**src/rtl/throttle_pkg.sv**
```systemverilog
// Shared types and limits for the accelerometer throttle filter.
// Holds the FSM state encoding and the sample/setting widths and range.
package throttle_pkg;

  typedef enum logic [1:0] {
    FILL,
    RUN,
    KILL
  } state_t;

  localparam int SAMPLE_W    = 12;
  localparam int SETTING_W   = 10;
  localparam int SETTING_MAX = 511;
  localparam int SETTING_MIN = -511;

endpackage

```
**src/rtl/moving_avg_buffer.sv**
```systemverilog
// Circular sample window with running sum over the last 2**pAvgLog2 samples.
// Ports: clk, rst_n, sample_in/sample_valid in; sum (signed), filled out.
module moving_avg_buffer
  import throttle_pkg::*;
#(
  parameter int pAvgLog2 = 3
) (
  input  logic                         clk,
  input  logic                         rst_n,
  input  logic [SAMPLE_W-1:0]          sample_in,
  input  logic                         sample_valid,
  output logic [SAMPLE_W+pAvgLog2-1:0] sum,
  output logic                         filled
);

  localparam int WIN   = 1 << pAvgLog2;
  localparam int CW    = pAvgLog2 + 1;
  localparam int SUM_W = SAMPLE_W + pAvgLog2;

  logic [SAMPLE_W-1:0] mem [WIN];
  logic [pAvgLog2-1:0] wp;
  logic [CW-1:0]       cnt;
  logic [SUM_W-1:0]    add_term;
  logic [SUM_W-1:0]    sub_term;

  assign filled   = (cnt == CW'(WIN));
  assign add_term = SUM_W'($signed(sample_in));
  // Slots are unwritten until the window fills; they count as zero.
  assign sub_term = filled ? SUM_W'($signed(mem[wp])) : '0;

  always_ff @(posedge clk or negedge rst_n) begin
    if (!rst_n) begin
      sum <= '0;
      wp  <= '0;
      cnt <= '0;
    end else if (sample_valid) begin
      sum <= sum + add_term - sub_term;
      wp  <= wp + 1'b1;
      if (!filled) begin
        cnt <= cnt + 1'b1;
      end
    end
  end

  always_ff @(posedge clk) begin
    if (sample_valid) begin
      mem[wp] <= sample_in;
    end
  end

endmodule

```
**src/rtl/accel_throttle_filter.sv**
```systemverilog
// Averages, scales, deadbands, clamps and slew-limits accel samples into PWMsetting.
// Ports: CLOCK_50, RESET_N, sample_in/valid, enable in; PWMsetting, setting_valid, filled out.
module accel_throttle_filter
  import throttle_pkg::*;
#(
  parameter int pAvgLog2  = 3,
  parameter int pShift    = 2,
  parameter int pDeadband = 12,
  parameter int pSlewStep = 4,
  parameter int pTickDiv  = 50000
) (
  input  logic                 CLOCK_50,
  input  logic                 RESET_N,
  input  logic [SAMPLE_W-1:0]  sample_in,
  input  logic                 sample_valid,
  input  logic                 enable,
  output logic [SETTING_W-1:0] PWMsetting,
  output logic                 setting_valid,
  output logic                 filled
);

  localparam int SUM_W = SAMPLE_W + pAvgLog2;
  localparam int TW    = (pTickDiv > 1) ? $clog2(pTickDiv) : 1;
  localparam int DW    = SETTING_W + 1;

  localparam logic signed [SUM_W-1:0] DB   = SUM_W'(pDeadband);
  localparam logic signed [SUM_W-1:0] MAXV = SUM_W'(SETTING_MAX);
  localparam logic signed [SUM_W-1:0] MINV = SUM_W'(SETTING_MIN);
  localparam logic signed [DW-1:0]    STEP = DW'(pSlewStep);

  logic [SUM_W-1:0]        avg_sum;
  logic signed [SUM_W-1:0] avg;
  logic signed [SUM_W-1:0] scaled;
  logic                    in_band;
  logic [SETTING_W-1:0]    tgt_d;
  logic [SETTING_W-1:0]    tgt_q;
  logic signed [DW-1:0]    diff;
  logic [SETTING_W-1:0]    slew;
  logic [TW-1:0]           tcnt;
  logic                    tick;
  state_t                  state_q;
  state_t                  state_d;
  logic [SETTING_W-1:0]    pwm_d;
  logic                    sv_d;

  moving_avg_buffer #(
    .pAvgLog2(pAvgLog2)
  ) u_avg (
    .clk         (CLOCK_50),
    .rst_n       (RESET_N),
    .sample_in   (sample_in),
    .sample_valid(sample_valid),
    .sum         (avg_sum),
    .filled      (filled)
  );

  assign avg     = $signed(avg_sum) >>> pAvgLog2;
  assign scaled  = avg >>> pShift;
  assign in_band = (scaled < DB) && (scaled > -DB);

  // -512 is clamped to -511 so the PWM stage can negate safely.
  always_comb begin
    tgt_d = scaled[SETTING_W-1:0];
    if (in_band) begin
      tgt_d = '0;
    end else if (scaled > MAXV) begin
      tgt_d = MAXV[SETTING_W-1:0];
    end else if (scaled < MINV) begin
      tgt_d = MINV[SETTING_W-1:0];
    end
  end

  assign diff = {tgt_q[SETTING_W-1], tgt_q}
              - {PWMsetting[SETTING_W-1], PWMsetting};

  always_comb begin
    slew = tgt_q;
    unique case (1'b1)
      (diff > STEP):  slew = PWMsetting + STEP[SETTING_W-1:0];
      (diff < -STEP): slew = PWMsetting - STEP[SETTING_W-1:0];
      default:        slew = tgt_q;
    endcase
  end

  assign tick = (tcnt == TW'(pTickDiv - 1));

  // Enable low is checked before tick so a kill never emits a strobe.
  always_comb begin
    state_d = state_q;
    pwm_d   = PWMsetting;
    sv_d    = 1'b0;
    unique case (state_q)
      FILL: begin
        pwm_d = '0;
        if (filled) begin
          state_d = enable ? RUN : KILL;
        end
      end
      RUN: begin
        if (!enable) begin
          pwm_d   = '0;
          state_d = KILL;
        end else if (tick) begin
          pwm_d = slew;
          sv_d  = 1'b1;
        end
      end
      KILL: begin
        pwm_d = '0;
        if (enable) begin
          state_d = RUN;
        end
      end
      default: begin
        pwm_d   = '0;
        state_d = FILL;
      end
    endcase
  end

  always_ff @(posedge CLOCK_50 or negedge RESET_N) begin
    if (!RESET_N) begin
      state_q       <= FILL;
      PWMsetting    <= '0;
      setting_valid <= 1'b0;
      tgt_q         <= '0;
      tcnt          <= '0;
    end else begin
      state_q       <= state_d;
      PWMsetting    <= pwm_d;
      setting_valid <= sv_d;
      tgt_q         <= tgt_d;
      tcnt          <= tick ? '0 : tcnt + 1'b1;
    end
  end

endmodule

```
**config.mk**
```make
export PLATFORM = sky130hd
export DESIGN_NAME = accel_throttle_filter
export DESIGN_NICKNAME = d
export VERILOG_FILES = /design/src/rtl/throttle_pkg.sv /design/src/rtl/moving_avg_buffer.sv /design/src/rtl/accel_throttle_filter.sv
export SDC_FILE = /design/constraint.sdc
export NUM_CORES = 1
export LEC_CHECK = 0
export CAP_MARGIN = 20
export CORE_MARGIN = 4
export CORE_UTILIZATION = 55
export DETAILED_ROUTE_END_ITERATION = 10
export DONT_BUFFER_PORTS = 1
export PLACE_DENSITY_LB_ADDON = 0.08
export SETUP_SLACK_MARGIN = 0.15
export SLEW_MARGIN = 20
export SYNTH_ARGS = -nofsm -noshare
export SYNTH_HDL_FRONTEND = slang
export SYNTH_SLANG_ARGS = --single-unit
```
**constraint.sdc**
```tcl
create_clock -name CLOCK_50 -period 4.3 [get_ports CLOCK_50]
set_input_delay 0.86 -clock CLOCK_50 [delete_from_list [all_inputs] [get_ports CLOCK_50]]
set_output_delay 0.86 -clock CLOCK_50 [all_outputs]
set_load 0.02 [all_outputs]
```
* Word level (Yosys, flattened, before mapping)
Memories as Yosys holds them, arrays and structs flattened. Cells that the tools add are included.
Word-level totals: register bits 61, bits in writable memories 96, output and inout bits 12, memories 1
Cells by class: add/subtract/negate cells 8, order comparisons 6, eq/ne operators 8, mux-type cells 19, bitwise operators 1, reductions and logical operators 4
Memories:
- u_avg.mem | words 8, bits a word 12, read ports 1, clocked after Yosys merged registers in 0, wr ports 1, RTL line moving_avg_buffer.sv:20 | logic [SAMPLE_W-1:0] mem [WIN];
Operators with widths (count):
- $mux 10 | 6
- $pmux 10 s2 | 1
- $add 16x1->16 const B | 1
- $eq 16x16->1 const B | 1
- $mux 16 | 1
- $add 15x15->15 | 1
- $mux 15 | 1
- $sub 15x15->15 | 1
- $gt 11x4->1 const B | 1
- $lt 11x3->1 const B | 1
- $sub 10x10->11 | 1
- $add 10x3->10 const B | 1
- $gt 10x10->1 const B | 1
- $gt 10x5->1 const B | 1
- $lt 10x10->1 const B | 1
- $lt 10x5->1 const B | 1
- $sub 10x3->10 const B | 1
- $mux 2 | 4
- $pmux 2 s3 | 1
- $mux 1 | 5
- $add 4x1->4 const B | 1
- $eq 4x4->1 const B | 1
- $ne 2x2->1 const B | 2
- $add 3x1->3 const B | 1
- 9 further kinds | 9

* Depth between registers and ports, before layout
depth after elaboration 6, mapped depth 21, depth with buffers taken out 21

* By module
A second synthesis with hierarchy kept.
Second synthesis, totals: cell total of the unflattened synthesis 684, area, all modules 8441.8 um2
By module, submodules not included:
- moving_avg_buffer | times used 1, cells an instance 400, area an instance 5781.8 um2
- accel_throttle_filter | times used 1, cells an instance 284, area an instance 2660.1 um2

* Worst setup path after synthesis
No wires, ideal clock.
path type register to register, start point register u_avg.wp[0], end point register u_avg.sum[13], setup time 0.137 ns, data arrival time 4.409 ns, data required time 4.163 ns, slack -0.246 ns, cell stages (with the launch flop) 18, path buffers 2, period minus slack after synthesis 4.546 ns, cells stage by stage dfrtp_1 -> buf_1 -> buf_2 -> mux4_2 -> mux2i_1 -> nor2_1 -> fa_1 -> inv_1 -> ha_1 -> a21o_1 -> a21oi_1 -> o21ai_0 -> o41a_1 -> a41oi_1 -> a21oi_1 -> a21oi_1 -> xor2_1 -> mux2i_1
On the way: longest elaborated chain between the ends 3
RTL lines:
- start, declared | RTL line moving_avg_buffer.sv:21 | logic [pAvgLog2-1:0] wp;
- start signal, assigned | RTL line moving_avg_buffer.sv:38 | wp <= wp + 1'b1;
- $mem_v2 8x12
- $mux 15 | RTL line moving_avg_buffer.sv:29 | assign sub_term = filled ? SUM_W'($signed(mem[wp])) : '0;
- $sub 15x15->15 | RTL line moving_avg_buffer.sv:37 | sum <= sum + add_term - sub_term;
- end signal, assigned | RTL line moving_avg_buffer.sv:37
- end, declared | RTL line moving_avg_buffer.sv:12 | output logic [SAMPLE_W+pAvgLog2-1:0] sum,
Every way passes these cells. A chain may end at the register's enable or synchronous reset.

* Worst setup path after layout
start point register tgt_q[0], end point register PWMsetting[9]
On the way: longest elaborated chain between the ends 6, elaborated cells between the ends (all ways) 7, classes of those cells add/sub: 1; order compare: 2; mux: 4
RTL lines:
- start, declared | RTL line accel_throttle_filter.sv:36 | logic [SETTING_W-1:0] tgt_q;
- start signal, assigned | RTL line accel_throttle_filter.sv:132 | tgt_q <= tgt_d;
- $sub 10x10->11 * | RTL line accel_throttle_filter.sv:74 | - {PWMsetting[SETTING_W-1], PWMsetting};
- $lt 11x3->1 or $gt 11x4->1 (tied branches) | RTL line accel_throttle_filter.sv:80, accel_throttle_filter.sv:79
- $pmux 10 s2 * | RTL line accel_throttle_filter.sv:78 | unique case (1'b1)
- $mux 10 * | RTL line accel_throttle_filter.sv:103 | end else if (tick) begin
- $mux 10 * | RTL line accel_throttle_filter.sv:100 | if (!enable) begin
- $mux 10 * | RTL line accel_throttle_filter.sv:92 | unique case (state_q)
- end signal, assigned | RTL line accel_throttle_filter.sv:130 | PWMsetting <= pwm_d;
- end, declared | RTL line accel_throttle_filter.sv:17 | output logic [SETTING_W-1:0] PWMsetting,
Mark *: on every way between the ends. The rest lies on a longest branch, timed or not. The select of a mux whose other input is x is not followed.

==> metrics.md <==
| Metric | Value |
|---|---|
| Tmin final | 4180 ps |
| FF+latch count, synth | 157 |
| Routed len/inst | 18.2 um |
| Synth area leader | edfxtp_1 |
| Status | complete, no violations |
| Sequential fraction of the synthesis area | between 50% and 60% |
| Yosys cell types | 57 |
| RSZ-0062 raised after global routing | yes |
| PnR worst setup slack | between 100 and 150 ps |
| # fillers | 1110 |
| Core Region | 0.0145 mm^2 |
| CP Launch Type | register |
| First-pass GRT wire length | 26.5 mm |
| MaxCap Viol Count | 0 |
| Post-layout nets | between 700 and 800 |
| Worst slack, placed | -106 ps |
| Top cell type's share of synthesized area | 35.2% |
| Global route overflow | 0 |
| Die H | 130 um |
| Static leakage | about 3.9 nW |
| Number of buffers created by CTS | 17 |
| Placed instance area | 0.00854 mm^2 |
| # hold bufs at CTS | 0 |
| Die area | 0.0169 mm^2 |
| Worst Path Max Fanout | 5 |
| Row cnt | 44 |
| WS Path Type | reg2reg |
| Met3 Wirelength | between 600 and 700 um |
| Vias/cell | around 5.7 |
| Final wirelength | 16.1 mm |
| Worst-Skew Late Latency | approximately 430 ps |
| Most frequent cell after synthesis | edfxtp_1 |
| CTS tree | yes |
| Routed vias | 4998 |
| DRC viols | 0 |
| Share of post-route cells with drive strength above 1 | approximately a fifth |
| Synth warn | 0 |
| Count of clock tree sinks | between 150 and 200 |
| Max Fclk | between 200 and 250 MHz |
| Buffers plus inverters on the worst setup path | 2 |
| Final Setup Violations | 0 |
| Pin count of the biggest net entering global routing | 62 |
| # diodes | 0 |
| Syn-to-layout area delta | 13.7% |
| Post-DP HPWL | 11.5 mm |
| WL met2 | ~8.6 mm |
| # H-tree levels | 4 |
| Worst EP arrival | 4520 ps |
| ANT nets after route | 0 |
| CP Cell Sequence | inv_1 -> ha_1 -> inv_1 -> fa_2 -> a21oi_2 -> a2bb2oi_2 -> nor2b_4 -> xnor2_2 -> nand4_1 -> nor4_2 -> nor2_2 -> ha_1 -> a21o_1 -> a21oi_2 -> nor2b_1 -> o21a_1 -> o41a_1 -> xnor2_1 -> xnor2_1 -> mux2i_1 -> a211oi_1 |
| Clock Root Buffer | clkbuf_16 |
| Most frequently used flop master after synthesis | edfxtp_1 |
| Measured slew at the worst slew-check pin | 808 ps |
| Worst vdd ir | 367 uV |
| Syn Std Cell Area | 0.00818 mm^2 |
| Io pins | 28 |
| Total GRT Usage | 20.7% |
| Final Hold Vio Count | 0 |
| Min-Delay Path Class | in2async |
| EDFF count, synth | 96 |
| Post-route cell area | 0.00930 mm^2 |
| CP Capture Type | register |
| Pwr/cell area | 710 mW/mm^2 |
| Post-Syn Instances | between 600 and 700 |
| Clock-pin transition on the worst setup and hold timing paths | 70 ps |
| RD Place Congestion | 0.839 |
| CP peak stage delay | 430 ps |
| Pins Over Slew Limit | 0 |
| Pre-antenna DRT Iters | 5 |
| Number of global-route vias before repair | 5281 |
| Top post-synthesis cells by count | 96 x edfxtp_1, 72 x inv_1, 61 x dfrtp_1 |
| Starting Density | 56.3% |
| Final period util | 97.3% |
| Initial antenna violation count | 0 |
| CP required | between 4000 and 5000 ps |
| Max_slew headroom | 46.0% |
| Asr flop ratio synth | about two fifths |
| Kind of cell adding the most delay to the critical path | compound AO/OA/AOI/OAI gates |
| Mean Syn Cell Area | 12.6 um^2 |
| M1 WL | 6.60 mm |
| Clock Skews | 10.2 ps |
| Initial drt markers | 310 |
| Port buffer count | 0 |
| Die Width | around 130 um |
| Syn nets | 721 |
| Critical path's slowest cell | fa_2 |
| Max clock buf depth | 2 |
| Area contributors post-synth | edfxtp_1 35%, dfrtp_1 19%, mux4_2 6.6%, ha_1 5.8%, fa_1 3.9% |
| Highest routed layer | met4 |
-- power by group --
group          switching (mW)  leakage, nW  internal, mW  total, mW
Sequential              0.152         1.64          1.91       2.06
Combinational            1.64         1.92          1.45       3.09
Clock                   0.679        0.286         0.776       1.46
-- registers in the layout, indices dropped and copies added (netlist names) --
name           flops
tgt_q             10
setting_valid      1
u_avg.cnt          4
tcnt              16
PWMsetting        10
u_avg.wp           3
u_avg.mem         96
state_q            2
u_avg.sum         15
-- stage by stage --
stage / instances / hold WS, ps / setup TNS, ps / util [%] / total power [mW]
floorplan: 651 / 425 / 0 / - / 4.27
global placement: 841 / 446 / 0 / 58.7 / 4.83
detailed placement: 841 / 447 / -106 / 58.8 / 4.92
CTS: 874 / 106 / 0 / 63.0 / 6.44
global route: 883 / 103 / -126 / 64.0 / 7.10
finish: 883 / 121 / 0 / 64.0 / 6.61
-- routing by layer --
layer  global-route usage, %  vias up
li1                        -     2376
met1                    25.0     2528
met2                    37.5       76
met5                       0        -
met4                    5.13        0
met3                    4.99       18
-- area by class of cell --
class                   count  area, um^2  share of cell area (%)
inverters                  72         270                    2.91
repair buffers             39         312                    3.35
multi-input cells         399        3500                    37.6
clock inverters            14         149                    1.60
well taps                 184         230                    2.48
flip-flops and latches    157        4410                    47.4
clock buffers              18         429                    4.61
-- worst register-to-register path: cells and delay by family (launching register included) --
| family | cells | cell delay, ps |
|---|---|---|
| AO/OA/AOI/OAI | 7 | 1370 |
| adder cells (fa/ha/maj) | 3 | 870 |
| AND/OR/NAND/NOR | 5 | 820 |
| XOR/XNOR | 3 | 450 |
| flip-flops | 1 | 380 |
| buffers and inverters | 2 | 110 |
| multiplexers | 1 | 90 |
-- logic make-up (layout without fill, tap and decap cells) --
logic type	after synthesis	after routing	synth area share, %
xor gates and xnor gates	43	43	4.60
AOI/OAI and AO/OA	79	79	6.67
and+or+nand+nor	173	173	10.6
adders and majority gates	54	54	9.73
muxes	50	50	9.83
buffers and inverters	95	143	4.63
DFF	157	157	53.9
-- path summary, 6_finish.rpt --
kind | from | end | slack [ps] | depth (start not counted)
min in group CLOCK_50 | tcnt[0] | tcnt[0] | 450 | 1
setup / recovery | tgt_q[0] | PWMsetting[9] | 120 | 21
hold reg to reg | tcnt[0] | tcnt[0] | 450 | 1
max in group asynchronous | RESET_N | PWMsetting[0] | 4070 | 0
setup reg to reg | tgt_q[0] | PWMsetting[9] | 120 | 21
hold / removal | RESET_N | PWMsetting[3] | 120 | 0
-- timing repair --
action / 4_1_cts / 5_1_grt
setup endpoints to repair: 4 / 5
pin swaps: 1 / 21
buffers inserted: 1 / 9
cloned: 0 / 0
gates resized for setup: 7 / 22
-- cell usage in the layout, fill, tap and decap left out, types with 3 or more instances in the layout --
cell type / instances
nand3_1: 12
o21ai_0: 16
fa_1: 15
inv_1: 72
buf_6: 3
ha_1: 38
or2_2: 3
a21oi_1: 15
mux2_2: 3
nand2_1: 37
dfrtp_1: 58
nor2b_1: 5
nand4_1: 6
a211oi_1: 6
nor3_1: 16
edfxtp_1: 96
o21a_1: 5
xnor2_1: 24
and3_1: 5
a21o_1: 8
nand2b_1: 12
dfrtp_2: 3
o41a_1: 3
buf_4: 35
xor2_1: 18
mux2i_1: 23
nor2_2: 3
mux4_2: 24
nor2_1: 52
and2_1: 3
a21oi_2: 7
clkinv_4: 3
clkbuf_16: 17
inv_8: 6
No activity file was read; power rests on OpenSTA's default activity.
